===== src/rtl/mc6809e_clkgen.sv =====
// MC6809E bus-phase generator: quadrature E/Q from CLK_ROOT, single-cycle edge
// enables for the core and peripherals, MRDY stretching and an E-aligned CPU reset.
module mc6809e_clkgen #(
    parameter int DIV            = 16,
    parameter int RESET_E_CYCLES = 8,
    parameter int MAX_STRETCH    = 40
) (
    input  logic CLK_ROOT,
    input  logic nRESET,
    input  logic MRDY,
    output logic E,
    output logic Q,
    output logic CE_Q_RISE,
    output logic CE_E_RISE,
    output logic CE_Q_FALL,
    output logic CE_E_FALL,
    output logic STRETCHING,
    output logic CPU_nRESET
);

    localparam int Q4 = DIV / 4;
    localparam int CW = (DIV > 1) ? $clog2(DIV) : 1;
    localparam int SW = $clog2(MAX_STRETCH + 2);
    localparam int RW = $clog2(RESET_E_CYCLES + 1);

    logic [1:0]    sync;
    logic          run;
    logic          released;
    logic [CW-1:0] cnt;
    logic [SW-1:0] stretch_cnt;
    logic [RW-1:0] efall_cnt;
    logic          at_end;
    logic          hold;
    logic          ce_q_rise;
    logic          ce_e_rise;
    logic          ce_q_fall;
    logic          ce_e_fall;
    logic          e_level;
    logic          q_level;
    logic          cpu_nreset;

    // Async assert, sync deassert. The counter is allowed to advance on the
    // edge at which the second stage captures the release, so the first count
    // lands on the 2nd edge after nRESET rises.
    always_ff @(posedge CLK_ROOT or negedge nRESET) begin
        if (!nRESET) begin
            sync <= 2'b00;
        end else begin
            sync <= {sync[0], 1'b1};
        end
    end

    assign run      = sync[0];
    assign released = sync[1];

    always_comb begin
        at_end    = (cnt == CW'(DIV - 1));
        hold      = run && at_end && !MRDY && (MAX_STRETCH > 0)
                    && (stretch_cnt < SW'(MAX_STRETCH));
        ce_q_rise = run && (cnt == CW'(Q4 - 1));
        ce_e_rise = run && (cnt == CW'(2 * Q4 - 1));
        ce_q_fall = run && (cnt == CW'(3 * Q4 - 1));
        ce_e_fall = run && at_end && !hold;
    end

    // Phase counter and stretch bookkeeping; cnt parks on DIV-1 while held.
    always_ff @(posedge CLK_ROOT or negedge nRESET) begin
        if (!nRESET) begin
            cnt         <= '0;
            stretch_cnt <= '0;
        end else begin
            if (run && !hold) begin
                cnt <= at_end ? '0 : cnt + CW'(1);
            end
            if (hold) begin
                stretch_cnt <= stretch_cnt + SW'(1);
            end else if (ce_e_fall) begin
                stretch_cnt <= '0;
            end
        end
    end

    always_ff @(posedge CLK_ROOT or negedge nRESET) begin
        if (!nRESET) begin
            e_level <= 1'b0;
            q_level <= 1'b0;
        end else begin
            if (ce_e_rise) begin
                e_level <= 1'b1;
            end else if (ce_e_fall) begin
                e_level <= 1'b0;
            end
            if (ce_q_rise) begin
                q_level <= 1'b1;
            end else if (ce_q_fall) begin
                q_level <= 1'b0;
            end
        end
    end

    // CPU reset lifts on the same edge as the RESET_E_CYCLES-th E fall.
    always_ff @(posedge CLK_ROOT or negedge nRESET) begin
        if (!nRESET) begin
            efall_cnt  <= '0;
            cpu_nreset <= 1'b0;
        end else if (ce_e_fall && released && (efall_cnt != RW'(RESET_E_CYCLES))) begin
            efall_cnt <= efall_cnt + RW'(1);
            if (efall_cnt == RW'(RESET_E_CYCLES - 1)) begin
                cpu_nreset <= 1'b1;
            end
        end
    end

    assign E          = e_level;
    assign Q          = q_level;
    assign CE_Q_RISE  = ce_q_rise;
    assign CE_E_RISE  = ce_e_rise;
    assign CE_Q_FALL  = ce_q_fall;
    assign CE_E_FALL  = ce_e_fall;
    assign STRETCHING = hold;
    assign CPU_nRESET = cpu_nreset;

endmodule


===== config.mk =====
export PLATFORM = sky130hd
export DESIGN_NAME = mc6809e_clkgen
export DESIGN_NICKNAME = d
export VERILOG_FILES = /design/src/rtl/mc6809e_clkgen.sv
export SDC_FILE = /design/constraint.sdc
export NUM_CORES = 1
export LEC_CHECK = 0
export CORE_ASPECT_RATIO = 1.25
export CORE_MARGIN = 5
export CORE_UTILIZATION = 45
export DETAILED_ROUTE_END_ITERATION = 12
export GPL_ROUTABILITY_DRIVEN = 0
export PLACE_DENSITY = 0.66
export RECOVER_POWER = 25
export SYNTH_ARGS = -nofsm -noshare
export SYNTH_HDL_FRONTEND = slang
export SYNTH_SLANG_ARGS = --single-unit

===== constraint.sdc =====
create_clock -name CLK_ROOT -period 2.1 [get_ports CLK_ROOT]
set_input_delay 0.21 -clock CLK_ROOT [delete_from_list [all_inputs] [get_ports CLK_ROOT]]
set_output_delay 0.21 -clock CLK_ROOT [all_outputs]
set_load 0.05 [all_outputs]

Word level (Yosys, flattened, before mapping):

Index checks and enable logic that the tools add are counted.

* input bits: 3
* output and inout port bits: 8
* register bits: 19
* logic and storage cells: 40

* equal/unequal tests: 6
* add/subtract/negate cells: 3
* order comparisons: 1
* mux-type cells: 7
* reductions and logical operators: 16

Operators by type and width (count)
* $mux 6: 2
* $logic_and 1x1->1: 10
* $add 4x1->4 const B: 2
* $eq 4x3->1 const B: 2
* $eq 4x4->1 const B: 2
* $add 6x1->6 const B: 1
* $lt 6x6->1 const B: 1
* $reduce_bool 2->1: 3
* $eq 4x2->1 const B: 1
* $mux 1: 4
* $mux 4: 1
* $ne 4x4->1 const B: 1
* $logic_not 1->1: 2
* $reduce_and 2->1: 1

Longest topological paths before layout:

Gate-level depths: netlist of the first run.

* word-level depth: 9
* gate-level depth with buffers: 6
* gate-level depth less buffers: 6

Worst setup path before layout of the first run:

Ideal clock, no wire load.

* kind: register -> register
* start point: reg cnt[0]
* end point: reg q_level, in the netlist Q
* slack: -126 ps
* period minus slack after synthesis: 2226 ps
* data required time: 1919 ps
* arrival time: 2046 ps
* stages on the path, launching flop included: 5
* setup time: 181 ps
* buffers on the path: 0
* cells stage by stage: dfrtp_1 -> ha_1 -> nand2_1 -> nor3b_1 -> o21bai_1

* longest elaborated chain between the ends: 3
* elaborated cells between the ends (all ways): 6
* classes of those cells: 2 x eq/ne; 1 x mux; 3 x reduce/logical

RTL lines
* from (decl): line 29 `logic [CW-1:0] cnt;`
* from (signal assigned): line 73 `cnt <= at_end ? '0 : cnt + CW'(1);`
* $eq 4x4->1: line 62 `ce_q_fall = run && (cnt == CW'(3 * Q4 - 1));`
* $logic_and 1x1->1: line 62
* via CE_Q_FALL: line 15 `output logic CE_Q_FALL,`
* $reduce_bool 2->1 (no source line)
* to (signal assigned): line 86 `q_level <= 1'b0;`
* to (signal assigned): line 94 `q_level <= 1'b1;`
* to (signal assigned): line 96 `q_level <= 1'b0;`
* to (decl): line 39 `logic q_level;`

The timed path passes the listed nets, and every way through them passes these cells.
A chain may end at the register's enable or synchronous reset.

Final worst setup path of the first run:

* start point: reg cnt[0]
* end point: out STRETCHING

* longest elaborated chain between the ends: 4

RTL lines
* $eq 4x4->1: line 57 `at_end = (cnt == CW'(DIV - 1));`
* $logic_and 1x1->1 (2 in a row): line 58 `hold = run && at_end && !MRDY && (MAX_STRETCH > 0)`
* $logic_and 1x1->1: line 59 `&& (stretch_cnt < SW'(MAX_STRETCH));`
* to (decl): line 17 `output logic STRETCHING,`

Every way passes these cells.

==> results of run 1 <==
-- through the flow --
stage	instance area [um^2]	utilization [%]	power [mW]
after floorplan	955	-	0.863
after CTS	1160	58.8	1.22
after global routing	1170	59.2	1.31
final	1170	59.2	1.22
after global placement	1120	56.6	0.976
after detailed placement	1120	56.6	0.992
-- cells in the mapped netlist, types with 2 or more instances --
cell type,instances
a21o_1,2
a21oi_1,5
buf_4,3
dfrtp_1,19
ha_1,4
inv_1,9
mux2_2,2
nand2_1,7
nand3_1,4
nand4_1,2
nor2_1,5
nor3_1,3
nor3b_1,2
o21ai_0,7
xnor2_1,2
-- sequential cells by signal, indices dropped and copies added, names as in the netlist --
name and count:
sync 2, CPU_nRESET 1, Q 1, cnt 4, efall_cnt 4, stretch_cnt 6, E 1
-- kinds of logic after synthesis --
logic type                 share of synthesized area [%]
and+or+nand+nor                                     19.1
AOI/OAI and AO/OA                                   13.8
DFF                                                 50.3
buffers and inverters                               5.96
adders and majority gates                           5.30
xor gates and xnor gates                            2.78
muxes                                               2.38
other                                              0.397
-- final cells by class --
class,instances,area (um^2)
Clock inverter,1,7.51
Fill cell,169,810
Tap cell,20,25.0
Clock buffer,3,22.5
Multi-Input combinational cell,61,435
Timing Repair Buffer,13,169
Sequential cell,19,479
Inverter,9,33.8
-- report_power, final --
group / internal, mW / leakage [nW] / switching [mW]
sequential: 0.460 / 0.230 / 0.123
clock: 0.0728 / 0.0139 / 0.122
combinational: 0.203 / 0.260 / 0.242
-- routing by layer --
layer	vias to the layer above	track usage [%]	part of all wire (%)
met5	-	0	0
met4	0	7.66	1.9
met3	4	3.39	2.6
met2	7	21.3	49
met1	348	16.7	46
li1	348	-	-
-- worst paths after layout --
kind	end	cells past startpoint
min reg2reg	CPU_nRESET$_DFFE_PN0P_	1
min in group asynchronous	efall_cnt[3]$_DFFE_PN0P_	2
max in group asynchronous	cnt[2]$_DFFE_PN0P_	2
max reg2reg	cnt[1]$_DFFE_PN0P_	5
min	CPU_nRESET$_DFFE_PN0P_	1
max	STRETCHING	5
-- repair_timing --
action	CTS	global route
gates resized for setup	2	4
endpoints found under the setup margin	1	1
buffers inserted	0	1
==> metrics, run 1 <==
area added between synthesis and finish=24.1%; hold buffers post-CTS=0; Die X-Extent=51.0 um; Worst slew margin=34.8%; CP delay by family, top=simple AND/OR/NAND/NOR gates; most frequent cells in the layout=16 x dfrtp_1, 8 x inv_1, 7 x nand2_1, 7 x o21ai_0; P_leak=0.505 nW; CP max stage delay=0.43 ns; power per cell area=1040 nW/um^2; fin crit period=1.98 ns; final worst slack=0.124 ns; pin count of the biggest net entering global routing=20; ratio of cells with drive above 1 in the final layout=23.6%; FF+latch count, synth=19; worst min path class=reg -> reg; critical path type=reg -> out; Worst Setup SP=cnt[0]$_DFFE_PN0P_; CP Launch Type=flip-flop; CTS Root Cell=clkbuf_4; RSZ-0062 raised after global routing=false; fin. max-slew vios=0; GRT Resource Usage Total=13.4%; critical path peak fanout=9; CORE AREA=1980 um^2; Mapped Avg Cell Area=10.3 um^2; Yosys cell types=31; Via density=5.61; final worst-path cycle share=94.1%; most common cell after layout, fill and taps aside=dfrtp_1; Post-synth EDFFs=0; TNS Setup=0 ns; global-route wire length before repair=3130 um; Antenna diodes=0; Final HPWL DP=1270 um; Initial Utilization=47.7%; Synth area leader=dfrtp_1; critical path's slowest cell=dfrtp_2; CTS Sinks=19; Residual DRC=0; clock skew=0.00666 ns; sequential share of the synthesized area=50.3%; std cell rows=18; Hold Crit Start=CPU_nRESET$_DFFE_PN0P_; syn_nets=99; WP data required=1.89 ns; Setup violations, final=0; GRT overflow=0; Worst-Margin Slew=0.978 ns; Crit. End Element=output pin; Reg-to-Reg Start=cnt[0]$_DFFE_PN0P_; CP Cell Sequence=ha_4, nand4_4, or3_4, inv_2, buf_12; worst path arrival time=1.77 ns; clock buffer count from CTS=3; Vias=707; Hold Slack=0.479 ns; WP buf/inv=2; die area=3120 um^2; Max Cap Viol=0; antenna-violating nets left=0; Reg2Reg Setup Slack=0.34 ns; DR iter-0 viols=16; initial antenna violation count=0; vias in the first global route=702; Place WS=0.237 ns; Port Buffers=10; Die Height=61.2 um; ys flop type=dfrtp_1; status=completed; drt total wl=1740 um; placed cell count=121; level count of the clock H-tree=1; DRT Pass-1 Iters=4; Async SR Flop Fraction=100%; worst vdd ir=0.766 mV; Max clock buf depth=2; Post-Syn Instances=92; clk_lat worst skew=0.31 ns; top post-synthesis cells by area=dfrtp_1 50%, ha_1 5.3%, o21ai_0 3.7%; FMAX=506 MHz; CTS clock-pin slew for the worst setup and hold paths=0.11 ns; Hold Vio Cnt, Final=0; Nets=114; Synthesis Warnings=0; Synth Cell Area=945 um^2; wire length per cell=13.8 um; area share of the largest cell type after synthesis=50.3%; io pins=11; CTS tree=built; Non-Filler Instances=126
Power figures use the tool's default switching activity.
==> inputs of run 2 (changes only) <==
--- a/config.mk
+++ b/config.mk
@@ -6,7 +6,7 @@
 export NUM_CORES = 1
 export LEC_CHECK = 0
 export CORE_ASPECT_RATIO = 1.25
-export CORE_MARGIN = 5
+export CORE_MARGIN = 4
 export CORE_UTILIZATION = 45
 export DETAILED_ROUTE_END_ITERATION = 12
 export GPL_ROUTABILITY_DRIVEN = 0
==> run 2 against run 1 <==
- non-clock buffer count fell by 1
- first-iteration DRC count fell by 50%
- design area fell by 1.3%
- fmax fell by 1.9%
- count of clock-buffer cells in the layout rose by 1
- total power fell by 2.5%
- critical path depth did not move
- routed wire length rose by 0.52%
- cell count fell by 0.79%
- combinational power fell by 4%
- worst hold slack got worse by 0.0051 ns
- via count fell by 0.14%
- highest routed layer unchanged
==> metrics, run 2 (same netlist as run 1, synthesis figures left out) <==
Hold Path End=CPU_nRESET$_DFFE_PN0P_; setup bufs post-CTS=0; CP Cell Sequence=ha_4, nand4_4, or3_4, inv_2, buf_12; Final HPWL DP=1290 um; Setup violations, final=0; Largest regs=stretch_cnt x6, cnt x4, efall_cnt x4; Hold Vio Cnt, Final=0; RR Endpoint=cnt[1]$_DFFE_PN0P_; Most flops, register=stretch_cnt; filler cell count=156; CORE AREA=1980 um^2; CTS Root Cell=clkbuf_4; Hold Crit Start=CPU_nRESET$_DFFE_PN0P_; r2r worst-path depth=5; DRT Pass-1 Iters=4; antenna-violating nets left=0; Non-Filler Instances=125; Via density=5.65; Max clock buf depth=2; final design utilization=58.4%; Hold Slack=0.474 ns; critical path depth in cells=5; cts repair resizes=2; ratio of cells with drive above 1 in the final layout=19.0%; fin crit period=2.01 ns; vias in the first global route=693; level count of the clock H-tree=1; hold buffers post-CTS=0; placed cell count=121; die area=2900 um^2; most common cell after layout, fill and taps aside=dfrtp_1; final worst-path cycle share=95.9%; CTS tree=built; clock buffer count from CTS=3; WP buf/inv=2; CP max stage delay=0.46 ns; area added between synthesis and finish=22.5%; Port Buffers=10; critical path type=reg -> out; Crit. End Element=output pin; power per cell area=1030 nW/um^2; std cell rows=18; most frequent cells in the layout=19 x dfrtp_1, 8 x inv_1, 7 x nand2_1, 7 x o21ai_0; Die X-Extent=49.0 um; P_leak=0.504 nW; flip-flop count of the largest register after layout=6; initial antenna violation count=0; Worst slew margin=30.9%; clock skew=0.00322 ns; RSZ-0062 raised after global routing=false; worst min path class=reg -> reg; global-route wire length before repair=3050 um; CP delay by family, top=simple AND/OR/NAND/NOR gates; clk_lat worst skew=0.30 ns; wire length per cell=14.0 um; Vias=706; GRT Resource Usage Total=13.7%; worst path arrival time=1.80 ns; critical path peak fanout=9; Die Height=59.2 um; Nets=113; CTS Sinks=19; Reg-to-Reg Start=cnt[0]$_DFFE_PN0P_; Reg2Reg Setup Slack=0.29 ns; pin count of the biggest net entering global routing=20; GRT overflow=0; DR iter-0 viols=8; CTS clock-pin slew for the worst setup and hold paths=0.11 ns; TNS Setup=0 ns; Max Cap Viol=0; FMAX=496 MHz; WP data required=1.89 ns; Initial Utilization=47.7%; Worst-Margin Slew=1.04 ns; Residual DRC=0; Antenna diodes=0; Hold Path Depth=1; critical path's slowest cell=dfrtp_1; drt total wl=1750 um; status=completed; io pins=11; CP Launch Type=flip-flop; worst vdd ir=0.588 mV; fin. max-slew vios=0
## run 2: cell count changes in the layout (fill, tap and decap cells not counted)
cell        change
dfrtp_1         +3
clkbuf_1        +1
clkinvlp_4      -1
buf_4           -1
dfrtp_2         -3
## run 2: power breakdown
| group | total [mW] | leakage (nW) | switching, mW | internal [mW] |
|---|---|---|---|---|
| sequential | 0.577 | 0.233 | 0.123 | 0.454 |
| combinational | 0.428 | 0.255 | 0.237 | 0.191 |
| clock | 0.187 | 0.0150 | 0.113 | 0.0740 |
## run 2: how the worst max path moves through the flow
stage	end	slack [ns]	start
5_1_grt	STRETCHING	0.02	cnt[0]$_DFFE_PN0P_
4_1_cts	STRETCHING	0.03	cnt[0]$_DFFE_PN0P_
3_5_place_dp	cnt[1]$_DFFE_PN0P_	0.24	cnt[0]$_DFFE_PN0P_
6_report	STRETCHING	0.09	cnt[0]$_DFFE_PN0P_
2_1_floorplan	Q$_DFFE_PN0P_	-0.08	cnt[0]$_DFFE_PN0P_
3_3_place_gp	cnt[1]$_DFFE_PN0P_	0.30	cnt[0]$_DFFE_PN0P_
## run 2: per-layer routing
metal  track usage, %  vias up  part of all wire, %
met4             7.69        0                 0.74
met2             22.6        5                   49
li1                 -      346                    -
met5                0        -                    0
met3             3.53        2                  2.2
met1             16.4      353                   48
## run 2: final cells by class
| class | instances | area (um^2) | share of cell area, % |
|---|---|---|---|
| Timing Repair Buffer | 12 | 161 | 13.9 |
| Clock buffer | 4 | 26.3 | 2.27 |
| Multi-Input combinational cell | 61 | 435 | 37.6 |
| Tap cell | 20 | 25.0 | 2.16 |
| Sequential cell | 19 | 475 | 41.1 |
| Inverter | 9 | 33.8 | 2.92 |
## run 2: metrics by stage
step	setup WS, ns	total power, mW	cell area, um^2
detailed placement	0.243	0.993	1120
global placement	0.298	0.975	1120
CTS	0.0325	1.20	1160
global route	0.0196	1.28	1160
floorplan	-0.0814	0.863	955
finish	0.0853	1.19	1160
==> inputs of run 3 (changes only) <==
--- a/config.mk
+++ b/config.mk
@@ -11,7 +11,7 @@
 export DETAILED_ROUTE_END_ITERATION = 12
 export GPL_ROUTABILITY_DRIVEN = 0
 export PLACE_DENSITY = 0.66
-export RECOVER_POWER = 25
+export RECOVER_POWER = 50
 export SYNTH_ARGS = -nofsm -noshare
 export SYNTH_HDL_FRONTEND = slang
 export SYNTH_SLANG_ARGS = --single-unit
==> results of run 3 <==
Same layout as run 2: the final DEF is identical, and so are final timing and power.
